`src/rtl/sparc_pkg.sv`:
```
// Shared SPARC definitions: idle instruction, fetch FSM encodings and the
// instruction field positions that decode slices on.
package sparc_pkg;

  localparam logic [31:0] NOP_INST = 32'h0100_0000;

  // Fetch FSM encodings (kept as plain constants for legacy tooling).
  typedef logic [1:0] fetch_state_t;
  localparam fetch_state_t S_REQ  = 2'd0;
  localparam fetch_state_t S_WAIT = 2'd1;
  localparam fetch_state_t S_HOLD = 2'd2;

  // SPARC V9 instruction field positions.
  localparam int OP_HI     = 31;
  localparam int OP_LO     = 30;
  localparam int RD_HI     = 29;
  localparam int RD_LO     = 25;
  localparam int OP2_HI    = 24;
  localparam int OP2_LO    = 22;
  localparam int OP3_HI    = 24;
  localparam int OP3_LO    = 19;
  localparam int RS1_HI    = 18;
  localparam int RS1_LO    = 14;
  localparam int I_BIT     = 13;
  localparam int RS2_HI    = 4;
  localparam int RS2_LO    = 0;
  localparam int SIMM13_HI = 12;
  localparam int SIMM13_LO = 0;
  localparam int DISP22_HI = 21;
  localparam int DISP22_LO = 0;
  localparam int DISP30_HI = 29;
  localparam int DISP30_LO = 0;

  function automatic logic is_nop(input logic [31:0] word);
    return word == NOP_INST;
  endfunction

endpackage

```
`src/rtl/instruction_fetch_if.sv`:
```
// Instruction memory channel: valid/ready request, valid-only response.
// Request handshake: a request transfers on a rising edge where imem_req_valid
// and imem_req_ready are both 1; the address is held stable while valid waits.
// Response: imem_resp_data is meaningful only in a cycle with imem_resp_valid=1.
interface instruction_fetch_if #(
    parameter int BUS_DATA_WIDTH = 64,
    parameter int BUS_INST_WIDTH = 32
) ();
    logic                      imem_req_valid;
    logic                      imem_req_ready;
    logic [BUS_DATA_WIDTH-1:0] imem_req_addr;
    logic                      imem_resp_valid;
    logic [BUS_INST_WIDTH-1:0] imem_resp_data;

    modport master (
        output imem_req_valid,
        output imem_req_addr,
        input  imem_req_ready,
        input  imem_resp_valid,
        input  imem_resp_data
    );

    modport slave (
        input  imem_req_valid,
        input  imem_req_addr,
        output imem_req_ready,
        output imem_resp_valid,
        output imem_resp_data
    );
endinterface

```
`src/rtl/instruction_fetch.sv`:
```
// Fetch stage: owns the PC, keeps one memory request in flight and hands each
// fetched word with its PC+4 to decode, with redirect for taken branches/calls.
module instruction_fetch
    import sparc_pkg::*;
#(
    parameter int                    BUS_DATA_WIDTH = 64,
    parameter int                    BUS_INST_WIDTH = 32,
    parameter logic [BUS_DATA_WIDTH-1:0] RESET_PC   = '0
) (
    input  logic                      clk,
    input  logic                      reset,
    input  logic                      id_ready,
    input  logic                      redirect_valid,
    input  logic [BUS_DATA_WIDTH-1:0] redirect_pc,
    instruction_fetch_if.master       imem,
    output logic [BUS_DATA_WIDTH-1:0] IF_PCplus4_out,
    output logic [BUS_INST_WIDTH-1:0] inst,
    output logic [1:0]                state_dbg
);

    localparam logic [BUS_INST_WIDTH-1:0] NOP_W = BUS_INST_WIDTH'(NOP_INST);
    localparam logic [BUS_DATA_WIDTH-1:0] FOUR  = BUS_DATA_WIDTH'(4);

    fetch_state_t              state;
    logic [BUS_DATA_WIDTH-1:0] pc;
    logic [BUS_DATA_WIDTH-1:0] pc_plus4;
    logic [BUS_INST_WIDTH-1:0] held;
    logic                      drain;
    logic                      handoff;
    logic                      req_fire;

    assign pc_plus4 = pc + FOUR;
    assign req_fire = (state == S_REQ) && imem.imem_req_ready;

    always_comb begin
        handoff             = !reset && (state == S_HOLD) && id_ready && !redirect_valid;
        imem.imem_req_valid = !reset && (state == S_REQ);
        imem.imem_req_addr  = pc;
        inst                = NOP_W;
        IF_PCplus4_out      = '0;
        if (handoff) begin
            inst           = held;
            IF_PCplus4_out = pc_plus4;
        end
    end

    assign state_dbg = state;

    always_ff @(posedge clk) begin
        if (reset) begin
            pc    <= RESET_PC;
            state <= S_REQ;
            held  <= NOP_W;
            drain <= 1'b0;
        end else if (redirect_valid) begin
            pc <= redirect_pc;
            case (state)
                S_REQ: begin
                    // Memory took a request for the old PC; its reply is stale.
                    if (req_fire) begin
                        drain <= 1'b1;
                        state <= S_WAIT;
                    end
                end
                S_WAIT: begin
                    if (imem.imem_resp_valid) begin
                        drain <= 1'b0;
                        state <= S_REQ;
                    end else begin
                        drain <= 1'b1;
                    end
                end
                S_HOLD: begin
                    held  <= NOP_W;
                    state <= S_REQ;
                end
                default: state <= S_REQ;
            endcase
        end else begin
            case (state)
                S_REQ: begin
                    if (req_fire) state <= S_WAIT;
                end
                S_WAIT: begin
                    if (imem.imem_resp_valid) begin
                        if (drain) begin
                            drain <= 1'b0;
                            state <= S_REQ;
                        end else begin
                            held  <= imem.imem_resp_data;
                            state <= S_HOLD;
                        end
                    end
                end
                S_HOLD: begin
                    if (handoff) begin
                        pc    <= pc_plus4;
                        state <= S_REQ;
                    end
                end
                default: state <= S_REQ;
            endcase
        end
    end

endmodule

```
`src/flat_wrapper.sv`:
```
// flat-port wrapper written by rule: the top's interface ports become plain ports
module instruction_fetch_flat import sparc_pkg::*;
#(
    parameter int                    BUS_DATA_WIDTH = 64,
    parameter int                    BUS_INST_WIDTH = 32,
    parameter logic [BUS_DATA_WIDTH-1:0] RESET_PC   = '0
)
  (clk, reset, id_ready, redirect_valid, redirect_pc, IF_PCplus4_out, inst, state_dbg, imem_imem_req_valid, imem_imem_req_addr, imem_imem_req_ready, imem_imem_resp_valid, imem_imem_resp_data);
  instruction_fetch_if #(.BUS_DATA_WIDTH(BUS_DATA_WIDTH), .BUS_INST_WIDTH(BUS_INST_WIDTH)) imem_i ();
  input  logic clk;
  input  logic reset;
  input  logic id_ready;
  input  logic redirect_valid;
  input  logic [BUS_DATA_WIDTH-1:0] redirect_pc;
  output logic [BUS_DATA_WIDTH-1:0] IF_PCplus4_out;
  output logic [BUS_INST_WIDTH-1:0] inst;
  output logic [1:0] state_dbg;
  output wire logic [$bits(imem_i.imem_req_valid)-1:0] imem_imem_req_valid;
  output wire logic [$bits(imem_i.imem_req_addr)-1:0] imem_imem_req_addr;
  input wire logic [$bits(imem_i.imem_req_ready)-1:0] imem_imem_req_ready;
  input wire logic [$bits(imem_i.imem_resp_valid)-1:0] imem_imem_resp_valid;
  input wire logic [$bits(imem_i.imem_resp_data)-1:0] imem_imem_resp_data;
  assign imem_imem_req_valid = imem_i.imem_req_valid;
  assign imem_imem_req_addr = imem_i.imem_req_addr;
  assign imem_i.imem_req_ready = imem_imem_req_ready;
  assign imem_i.imem_resp_valid = imem_imem_resp_valid;
  assign imem_i.imem_resp_data = imem_imem_resp_data;
  instruction_fetch #(.BUS_DATA_WIDTH(BUS_DATA_WIDTH), .BUS_INST_WIDTH(BUS_INST_WIDTH), .RESET_PC(RESET_PC)) u_core (.clk(clk), .reset(reset), .id_ready(id_ready), .redirect_valid(redirect_valid), .redirect_pc(redirect_pc), .imem(imem_i), .IF_PCplus4_out(IF_PCplus4_out), .inst(inst), .state_dbg(state_dbg));
endmodule
```
`config.mk`:
```
export PLATFORM = sky130hd
export DESIGN_NAME = instruction_fetch_flat
export DESIGN_NICKNAME = d
export VERILOG_FILES = /design/src/rtl/sparc_pkg.sv /design/src/rtl/instruction_fetch_if.sv /design/src/rtl/instruction_fetch.sv /design/src/flat_wrapper.sv
export SDC_FILE = /design/constraint.sdc
export NUM_CORES = 1
export LEC_CHECK = 0
export BUFFER_PORTS_ARGS = -buffer_cell sky130_fd_sc_hd__clkbuf_2
export CAP_MARGIN = 0
export CORE_MARGIN = 1.5
export CORE_UTILIZATION = 50
export DETAILED_ROUTE_END_ITERATION = 6
export PLACE_DENSITY_LB_ADDON = 0.1
export SETUP_SLACK_MARGIN = 0.02
export SYNTH_ARGS = -nofsm -noshare
export SYNTH_HDL_FRONTEND = slang
export SYNTH_SLANG_ARGS = --single-unit
export TNS_END_PERCENT = 100
```
`constraint.sdc`:
```
create_clock -name clk -period 3.4 [get_ports clk]
set_clock_uncertainty 0.15 [all_clocks]
set_input_delay 1.02 -clock clk [delete_from_list [all_inputs] [get_ports clk]]
set_output_delay 1.02 -clock clk [all_outputs]
set_load 0.02 [all_outputs]
```
==> run_results.csv <==
group,metric,value,unit
status,status,"complete, but fails checks",
status,violations,"design-rule violations, negative setup slack",
hold_path,min_path_type,"flop to flop",
placement,place_congestion,0.990,
floorplanning,start_util,51.7,%
detailed_routing,drc,32,
grt,antenna_found_initial,0,
yosys,synth-edff-count,0,
job,cap_violations,0,
detailed_routing,drt-total-wl,36500,um
detailed_routing,firstDrtPassIters,7,
clock_tree,postCtsHoldBufs,0,
power_and_ir_drop,powerDensity,268,nW/um^2
sta,hold_ws,0.344,ns
placement,io_buffers,264,
worst_setup_path,path_class,"flop to output pin",
yosys,postSynth.asyncResetShare,0,%
yosys,syn_area,6580,sq um
clock_tree,cts_htree_levels,3,
worst_setup_path,worstPathArrival,2.79,ns
layout,multi_input_area,5090,sq um
yosys,synthDistinctLibCells,60,
sta,min_period_over_period,116,%
clock_tree,clk_pin_slew,0.08,ns
detailed_routing,vias,9895,
floorplanning,num_io_pins,265,
grt,grt_usage,40.2,%
clock_tree,numCtsBuffers,9,
floorplanning,core_area,12700,sq um
layout,diodes,0,
sta,setup_violations,42,
yosys,ys_warn_count,0,
floorplanning,dieArea,13900,sq um
clock_tree,cts_tree,"built",
clock_tree,root_buffer,"clkbuf_16",
yosys,seq_area_frac_synth,30.1,%
sta,fmax,253,MHz
sta,hold_viol,0,
clock_tree,clock_latency,0.38,ns
sta,relSlewSlack,45.3,%
worst_setup_path,crit_required,2.23,ns
yosys,postSynthAreaPerCell,7.56,sq um
placement,place_worst_setup_slack,-0.223,ns
sta,fin_crit,3.96,ns
layout,synthToLayoutAreaGrowth,69.1,%
hold_path,whs_path_depth,2,
floorplanning,fp.dieH,118,um
grt,grt_max_degree,56,
worst_setup_path,startpoint_type,"flop",
detailed_routing,antenna_left,0,
layout,final_layout_size_suffix_gt1_share,54.4,%
sta,rsz0062_at_grt,"yes",
worst_setup_path,end_kind,"output pin",
floorplanning,rows,41,
yosys,synth_nets,973,
grt,grt_pass1_wl,44900,um
layout,fin_nets,1374,
detailed_routing,routed_via_density,6.84,
placement,hpwl,17900,um
sta,slew_violations,0,
sta,fin_ws,-0.556,ns
floorplanning,die_x,118,um
power_and_ir_drop,p_leak,0.00482,uW
layout,fill_cells,665,
grt,grt_pass1_vias,8526,
worst_setup_path,r2r_setup_slack,0.53,ns
yosys,synthCells,870,
clock_tree,clockBufferDepth,2,
yosys,ys_ff_latch,99,
power_and_ir_drop,vdd_drop_max,0.000365,V
worst_setup_path,crit_fanout,6,
layout,regArea,2090,sq um
detailed_routing,drtIter0Drc,1723,
grt,grt.overflow.total,0,
yosys,ys.flop_type,"dfxtp_1",
sta,tightest_slew,0.813,ns
detailed_routing,wire_per_inst,25.2,um
clock_tree,clock_sinks,99,
worst_setup_path,ff2ff_path_depth,8,
[layout by cell type (no fill, tap or decap), types with 28 or more instances in the layout]
master and instances:
clkbuf_2 214, buf_4 167, nor2_1 103, dfxtp_1 52, nand2_1 47, and3_1 43, buf_6 40, nor2_2 34
nand4_1 34, a22oi_1 31, o21ai_0 29, xor2_1 28, dfxtp_2 28
[critical path: stages, from the launching register on]
cell and delay, ns:
dfxtp_4 0.39, nand4_1 0.21, nor4_4 0.62, buf_4 0.24, nand4_1 0.19, or3_1 0.41, a21oi_2 0.18, clkbuf_8 0.16
[kinds of logic (layout without fill, tap and decap cells)]
group | Yosys count | after routing | share of synthesized area [%]
and+or+nand+nor | 440 | 442 | 36.6
AOI/OAI and AO/OA | 182 | 182 | 18.9
muxes | 3 | 3 | 0.456
adders and majority gates | 1 | 1 | 0.190
DFF | 99 | 99 | 30.1
xor gates and xnor gates | 61 | 61 | 8.12
buffers and inverters | 84 | 487 | 5.53
[cell usage after synthesis, types with 23 or more instances]
master    count  share of area [%]
dfxtp_1      99                 30
a22oi_1      31                3.5
xor2_1       34                4.5
nand2_1      57                3.3
and3_1       44                4.2
nand3_1      34                2.6
xnor2_1      27                3.6
nand4_1      34                3.2
or3_1        35                3.3
clkbuf_1     52                3.0
a21oi_1      34                2.6
a311oi_1     23                3.1
nor2_1      140                8.0
o21ai_0      36                2.7
[area by class of cell]
type	instances	area share [%]
inverters	7	0.259
multi-input cells	689	45.8
clock buffers	9	2.02
repair buffers	465	30.7
clock inverters	6	0.517
flip-flops and latches	99	18.8
well taps	172	1.93
[per-layer routing]
metal / global-route usage, % / routed length, um
met3: 9.88 / 5270
met5: 0 / 0
met1: 47.2 / 11600
met2: 65.9 / 15800
met4: 25.1 / 3830
[timing repair]
item | in CTS | in global routing
buffers inserted | 50 | 35
endpoints found under the setup margin | 58 | 49
gates resized for setup | 201 | 124
pin swaps | 67 | 35
cloned | 3 | 3
[state kept, by name, indices dropped and copies added, names as in the netlist]
signal                     count
u_core.imem.imem_req_addr     64
u_core.held                   32
u_core.state_dbg               2
u_core.drain                   1
[report_power, final]
part           switching [uW]  internal (uW)  leakage (uW)
Clock                     535            510      0.000140
Sequential               87.5           1220      0.000835
Combinational             384            244       0.00385
Total                    1010           1980       0.00482
[metrics by stage]
stage	power, uW	instance area (sq um)	utilization (%)	cells	setup TNS (ns)
finish	2980	11100	87.5	1447	-8.15
global route	3050	11100	87.5	1447	-12.36
CTS	2870	10500	82.3	1416	-1.99
detailed placement	1850	9000	70.7	1349	-2.19
global placement	1840	9000	70.7	1349	-1.48
floorplan	1600	6840	-	870	0
[worst paths after layout]
kind | start | to
hold / removal | u_core.held[16] | u_core.held[16]
setup reg to reg | u_core.imem.imem_req_addr[21] | u_core.imem.imem_req_addr[43]
setup / recovery | u_core.imem.imem_req_addr[33] | IF_PCplus4_out[60]
hold reg to reg | u_core.held[16] | u_core.held[16]
(Power assumes the default switching activity.)
